File: src/rtl/gate_alu32_pkg.sv
// Opcode encodings and datapath width shared by the ALU and its adder.
package gate_alu32_pkg;

   localparam int WIDTH = 32;

   localparam logic [2:0] OP_ADD = 3'b000;
   localparam logic [2:0] OP_SUB = 3'b001;
   localparam logic [2:0] OP_AND = 3'b010;
   localparam logic [2:0] OP_OR  = 3'b011;
   localparam logic [2:0] OP_XOR = 3'b100;
   localparam logic [2:0] OP_NOR = 3'b101;
   localparam logic [2:0] OP_SLL = 3'b110;
   localparam logic [2:0] OP_SRL = 3'b111;

endpackage

File: src/rtl/gate_adder32.sv
// Ripple-carry adder from gate-level full adders; purely combinational.
// Latency 0; no flow control.
import gate_alu32_pkg::*;

module gate_adder32 #(
   parameter int W = WIDTH
) (
   input  logic [W-1:0] a,
   input  logic [W-1:0] b,
   input  logic         cin,
   output logic [W-1:0] sum,
   output logic         cout
);

   wire [W:0] c;

   assign c[0] = cin;

   for (genvar i = 0; i < W; i++) begin : g_fa
      wire p, g, t;
      xor u_p   (p, a[i], b[i]);
      xor u_s   (sum[i], p, c[i]);
      and u_g   (g, a[i], b[i]);
      and u_t   (t, p, c[i]);
      or  u_c   (c[i+1], g, t);
   end

   assign cout = c[W];

endmodule

File: src/rtl/gate_alu32.sv
// Eight-function 32-bit integer ALU with one output register stage.
// Latency 1 cycle; no backpressure, a new operation is accepted every cycle.
import gate_alu32_pkg::*;

module gate_alu32 (
   input  logic             clk,
   input  logic             rst,
   input  logic [WIDTH-1:0] In1,
   input  logic [WIDTH-1:0] In2,
   input  logic             CI,
   input  logic [2:0]       A,
   output logic [WIDTH-1:0] FinalOut,
   output logic             CO
);

   logic             is_sub;
   logic [WIDTH-1:0] add_b;
   logic             add_cin;
   logic [WIDTH-1:0] add_sum;
   logic             add_cout;
   logic [4:0]       shamt;
   logic [WIDTH-1:0] sll_v;
   logic [WIDTH-1:0] srl_v;
   logic [WIDTH-1:0] res;
   logic             res_co;

   // SUB reuses the adder as In1 + ~In2 + 1, so CO=1 means no borrow
   assign is_sub  = (A == OP_SUB);
   assign add_b   = is_sub ? ~In2 : In2;
   assign add_cin = is_sub ? 1'b1 : CI;

   gate_adder32 #(.W(WIDTH)) u_adder (
      .a    (In1),
      .b    (add_b),
      .cin  (add_cin),
      .sum  (add_sum),
      .cout (add_cout)
   );

   assign shamt = In2[4:0];

   // five binary-weighted mux stages per direction
   always_comb begin
      sll_v = In1;
      srl_v = In1;
      for (int s = 0; s < 5; s++) begin
         if (shamt[s]) begin
            sll_v = sll_v << (1 << s);
            srl_v = srl_v >> (1 << s);
         end
      end
   end

   always_comb begin
      res    = '0;
      res_co = 1'b0;
      case (A)
         OP_ADD:  begin res = add_sum; res_co = add_cout; end
         OP_SUB:  begin res = add_sum; res_co = add_cout; end
         OP_AND:  res = In1 & In2;
         OP_OR:   res = In1 | In2;
         OP_XOR:  res = In1 ^ In2;
         OP_NOR:  res = ~(In1 | In2);
         OP_SLL:  res = sll_v;
         OP_SRL:  res = srl_v;
         default: res = '0;
      endcase
   end

   always_ff @(posedge clk or posedge rst) begin
      if (rst) begin
         FinalOut <= '0;
         CO       <= 1'b0;
      end else begin
         FinalOut <= res;
         CO       <= res_co;
      end
   end

endmodule

File: config.mk
export PLATFORM = sky130hd
export DESIGN_NAME = gate_alu32
export DESIGN_NICKNAME = d
export VERILOG_FILES = /design/src/rtl/gate_alu32_pkg.sv /design/src/rtl/gate_adder32.sv /design/src/rtl/gate_alu32.sv
export SDC_FILE = /design/constraint.sdc
export NUM_CORES = 1
export LEC_CHECK = 0
export BUFFER_PORTS_ARGS = -buffer_cell sky130_fd_sc_hd__buf_4
export CAP_MARGIN = 10
export CORE_MARGIN = 2
export CORE_UTILIZATION = 60
export DETAILED_ROUTE_END_ITERATION = 10
export GPL_TIMING_DRIVEN = 1
export PLACE_DENSITY = 0.91
export SLEW_MARGIN = 20
export SYNTH_ARGS = -nofsm -noshare
export SYNTH_HDL_FRONTEND = slang
export SYNTH_HIERARCHICAL = 1
export SYNTH_SLANG_ARGS = --single-unit
File: constraint.sdc
create_clock -name clk -period 2.55 [get_ports clk]
set_input_delay 0.3825 -clock clk [delete_from_list [all_inputs] [get_ports clk]]
set_output_delay 0.3825 -clock clk [all_outputs]
set_load 0.005 [all_outputs]
After elaboration in Yosys (flattened, before gate mapping) --
Cells that the tools add are included.
Storage, ports and cells: register bits after elaboration 33, input bits 70, output and inout port bits 33, word-level logic and storage cells 190
Operators by class: equal/unequal tests 7, muxes and demuxes 14, bitwise logic cells 165, reduce and logical (&&, ||, !) cells 2
Operators with widths (number):
- $mux W32 | 11
- $pmux W32 S7 | 1
- $and A1 B1 Y1 | 64
- $not A32 Y32 | 2
- $xor A1 B1 Y1 | 64
- $and A32 B32 Y32 | 1
- $or A1 B1 Y1 | 32
- $or A32 B32 Y32 | 1
- $xor A32 B32 Y32 | 1
- $eq A3 B3 Y1 const B | 4
- $eq A3 B2 Y1 const B | 2
- $eq A3 B1 Y1 const B | 1
- $logic_not A3 Y1 | 1
- $mux W1 | 2
- $reduce_or A2 Y1 | 1

Depth between registers and ports, before layout --
depth after elaboration 68, depth in mapped cells 42, depth with buffers taken out 40

By module --
Netlist, hierarchy kept.
Modules (own cells, without submodules):
- gate_alu32 | times used 1, cells an instance 896, area each 7676.1 µm², sequential area each 825.8 µm²
- gate_adder32 | times used 1, cells an instance 42, area each 678.2 µm², sequential area each 0.0 µm²

Worst setup path after synthesis --
OpenSTA, ideal clock, no wires.
kind input to register, from input port A[0], to register FinalOut[31], library setup time 66 ps, arrival time 13653 ps, setup slack -11169 ps, stages on the path 40, path buffers 4, cells stage by stage clkbuf_1 -> clkbuf_1 -> and2_1 -> clkbuf_1 -> buf_2 -> xnor2_1 -> fa_1 -> fa_1 -> fa_1 -> fa_1 -> fa_1 -> fa_1 -> fa_1 -> fa_1 -> fa_1 -> fa_1 -> fa_1 -> fa_1 -> (+4 left out) -> fa_1 -> fa_1 -> fa_1 -> fa_1 -> fa_1 -> fa_1 -> fa_1 -> fa_1 -> fa_1 -> fa_1 -> fa_1 -> fa_1 -> fa_1 -> fa_1 -> inv_1 -> fa_1 -> inv_1 -> o32a_1
Between the ends: elaborated cells between the ends (all ways) 138, those cells by class eq/ne: 7; mux: 3; bitwise: 126; reduce/logical: 2
RTL lines:
- start: declaration | line gate_alu32.sv:11 | input logic [2:0] A,
- $eq A3 B1 Y1 (*) | line gate_alu32.sv:28 | assign is_sub = (A == OP_SUB);
- $mux W32 (*) | line gate_alu32.sv:29 | assign add_b = is_sub ? ~In2 : In2;
- named net add_b[1] | line gate_alu32.sv:17 | logic [WIDTH-1:0] add_b;
- $xor A1 B1 Y1 | line gate_adder32.sv:21 | xor u_p (p, a[i], b[i]);
- $and A1 B1 Y1 | line gate_adder32.sv:24 | and u_t (t, p, c[i]);
- $or A1 B1 Y1 (*) | line gate_adder32.sv:25 | or u_c (c[i+1], g, t);
- $and A1 B1 Y1 (*) | line gate_adder32.sv:24
- $or A1 B1 Y1 (*) | line gate_adder32.sv:25
- (+52 left out)
- $and A1 B1 Y1 (*) | line gate_adder32.sv:24
- $or A1 B1 Y1 (*) | line gate_adder32.sv:25
- $and A1 B1 Y1 (*) | line gate_adder32.sv:24
- $or A1 B1 Y1 (*) | line gate_adder32.sv:25
- $xor A1 B1 Y1 (*) | line gate_adder32.sv:22 | xor u_s (sum[i], p, c[i]);
- named net add_sum[31] | line gate_alu32.sv:19 | logic [WIDTH-1:0] add_sum;
- $pmux W32 S7 (*) | line gate_alu32.sv:57 | case (A)
- named net res[31] | line gate_alu32.sv:24 | logic [WIDTH-1:0] res;
- end signal: assignment | line gate_alu32.sv:75 | FinalOut <= res;
- end: declaration | line gate_alu32.sv:12 | output logic [WIDTH-1:0] FinalOut,
Mark *: on every way through the listed nets, which the timed path passes. The rest lies on a longest branch.

Final worst setup path --
from input port A[0], to register FinalOut[31]
Between the ends: elaborated cells between the ends (all ways) 138, those cells by class eq/ne: 7; mux: 3; bitwise: 126; reduce/logical: 2
RTL lines:
- $eq A3 B1 Y1 | line gate_alu32.sv:28
- $mux W1 | line gate_alu32.sv:30 | assign add_cin = is_sub ? 1'b1 : CI;
- named net add_cin | line gate_alu32.sv:18 | logic add_cin;
- $and A1 B1 Y1 | line gate_adder32.sv:24
- $or A1 B1 Y1 | line gate_adder32.sv:25
- $and A1 B1 Y1 | line gate_adder32.sv:24
- $or A1 B1 Y1 | line gate_adder32.sv:25
- $and A1 B1 Y1 | line gate_adder32.sv:24
- (+53 left out)
- $and A1 B1 Y1 | line gate_adder32.sv:24
- $or A1 B1 Y1 | line gate_adder32.sv:25
- $and A1 B1 Y1 | line gate_adder32.sv:24
- $or A1 B1 Y1 | line gate_adder32.sv:25
- $xor A1 B1 Y1 | line gate_adder32.sv:22
- named net add_sum[31] | line gate_alu32.sv:19
- $pmux W32 S7 | line gate_alu32.sv:57
- named net res[31] | line gate_alu32.sv:24
The timed path passes the listed nets, and every way through them passes these cells.

==> summary.txt <==
Timing
  – Final worst-path cycle share: 4.82
  – RSZ-0062 raised after global routing: yes
  – Final Slew Violations: 0
  – Hold Fails Final Rpt: 0
  – Worst Tran Pin Value: 1.05 ns
  – Relative slew slack: 0.303
  – Max Clock Freq: 81.3 MHz
  – Setup ws final: -9.75 ns
  – Final setup vio count: 29
  – Min Tclk post-route: 12.30 ns

Critical path
  – CP arrival: 12.52 ns
  – CP required: 2.77 ns
  – CP Class: input port to register
  – CP max FO: 3
  – Most frequent CP cell: fa_2
  – CP endpoint kind: register
  – Slowest cell on the critical path: fa_2
  – Worst setup SP type: input port
  – Max incr delay on CP: 0.43 ns

Pwr
  – Leak: 4.73 nW
  – PwrDens: 334 nW/µm²
  – Maximum vdd ir drop: 0.219 mV
  – Power Total: 3.57 mW

Synthesis
  – Synth Register Bits: 33
  – Synth area leader: mux4_2
  – Syn Area/Cell: 8.91 µm²
  – Syn. warnings: 6
  – Post-Syn Nets: 1106
  – Synth area leaders: mux4_2, dfrtp_1, ha_1
  – Synth Flop Type: dfrtp_1
  – Async SR Flop Fraction: 1.00
  – Yosys top cell area share: 0.156
  – Mapped Area: 8350 µm²
  – Number of flops mapped to enable cells by yosys: 0
  – Yosys cell types: 74
  – Seq/Total Area, Yosys: 0.0988
  – Cells after synthesis: 938

Final layout
  – Finished Core Util: 0.780
  – # nets final: 1312
  – Share of cells above drive strength 1: 0.402
  – Most frequent cells in the layout: buf_4, inv_1, ha_1
  – Design area: 10700 µm²
  – Area delta synth->final: 28.1%
  – Post-layout instance count excluding filler cells: 1325
  – Most common cell after layout, fill and taps aside: buf_4
  – Diode count: 0

Routing
  – # DRC: 0
  – DRT Wirelength: 37.7 mm
  – Antenna viol nets, final: 0
  – WL per Instance: 28.5 µm
  – DRT iter0 DRCs: 1771
  – Via Count: 9596
  – DR pass1 iterations: 7
  – Vias/cell: 7.24

Hold path
  – Hold/Removal Path Class: input port to async pin

Floorplan
  – Rows: 43
  – Core Area: 13700 µm²
  – IO Pins: 103
  – Width of the die: 122 µm
  – Die Height: 122 µm
  – Initial Util: 0.609
  – Die area: 14900 µm²

Run status
  – Status: finished, violations left
  – Violated checks: setup timing

Place
  – Placed cell count: 1315
  – Final HPWL DP: 28.0 mm
  – Post-DP Area: 10400 µm²
  – IO buf count: 102
  – GPL Wtd Cong: 1.08
  – Worst slack, placed: -9.89 ns

Global routing
  – GRT Util Overall: 0.511
  – Global-route wire length before repair: 55.9 mm
  – Gr ovfl total: 0
  – Initial antenna violation count: 0
  – Vias in the first global route: 9355
  – Maximum number of pins on one net before global-route repair: 75

CTS
  – CTS Root Cell: clkbuf_16
  – CTS buffer count: 5
  – Post-cts hold buffer count: 0
  – TritonCTS clock tree: built
  – Clk buf depth: 2
  – Register clock-pin slew on the reported worst setup and hold paths: 0.06 ns
  – Clk sink count: 33
  – H-tree Lvls: 2

Run
  – MaxCap Viol Count: 0
## critical path, delay by kind of cell
kind            cells  cell delay (ns)
fa+ha+maj          32            11.26
buf+inv             5             0.35
simple gates        2             0.42
compound gates      1             0.11
## metrics by stage
| step | hold WS [ns] | setup TNS [ns] |
|---|---|---|
| 6_report | 0.216 | -151.24 |
| 5_1_grt | 0.259 | -153.02 |
| 4_1_cts | 0.229 | -148.44 |
| 3_5_place_dp | 0.524 | -159.83 |
| 3_3_place_gp | 0.509 | -156.12 |
| 2_1_floorplan | 0.511 | -153.72 |
## metal layers
| metal | track usage | part of all wire | vias up |
|---|---|---|---|
| li1 | - | - | 3914 |
| met1 | 0.643 | 0.34 | 4535 |
| met2 | 0.771 | 0.43 | 922 |
| met3 | 0.203 | 0.17 | 225 |
| met4 | 0.234 | 0.063 | 0 |
| met5 | 0 | 0 | - |
## repair_timing
item / CTS / global route
pin swaps: 16 / 2
setup endpoints to repair: 33 / 32
buffers inserted: 1 / 1
resized for setup: 21 / 10
## synth_stat cells, drive strengths merged, types with 7 or more instances
cell type	instances
nand2	63
a221oi	19
a31oi	21
a22oi	27
o211ai	16
o21ai	39
clkbuf	45
nor2b	9
mux4	60
a21oi	44
buf	53
nand3	9
or2	7
mux2	31
o22ai	15
inv	75
a211oi	7
xnor2	32
and2	7
fa	32
ha	66
o32a	13
nor3	9
a211o	9
dfrtp	33
mux2i	56
nor2	69
## sequential cells by signal, indices dropped and copies added, names as in the netlist
signal	cells
FinalOut	32
CO	1
## power breakdown
group          total, mW  leakage [nW]  internal, mW  switching [mW]
Sequential         0.635         0.380         0.606          0.0294
Clock              0.660        0.0799         0.414           0.246
Combinational       2.27          4.27          1.07            1.21
## cell type report
class | instances | area [µm²]
clock buffer | 7 | 153
timing repair buffer | 297 | 2310
multi-input combinational | 729 | 6890
fill | 995 | 3020
clock inverter | 1 | 5.00
sequential | 33 | 826
tap | 180 | 225
inverter | 78 | 293
## logic make-up after synthesis
family / count (synthesis) / share of synthesized area
compound gates: 258 / 0.219
simple gates: 194 / 0.106
buf+inv: 176 / 0.0941
mux: 147 / 0.273
fa+ha+maj: 98 / 0.176
flops: 33 / 0.0988
xor+xnor: 32 / 0.0335
## final timing paths
check | start | to | slack [ns] | cells after the start
max | A[0] | FinalOut[31] | -9.75 | 40
min | rst | FinalOut[20] | 0.22 | 3
max in group asynchronous | rst | FinalOut[4] | 2.00 | 3
min in group clk | In1[24] | FinalOut[24] | 0.55 | 3
No activity file was read; power rests on OpenSTA's default activity.
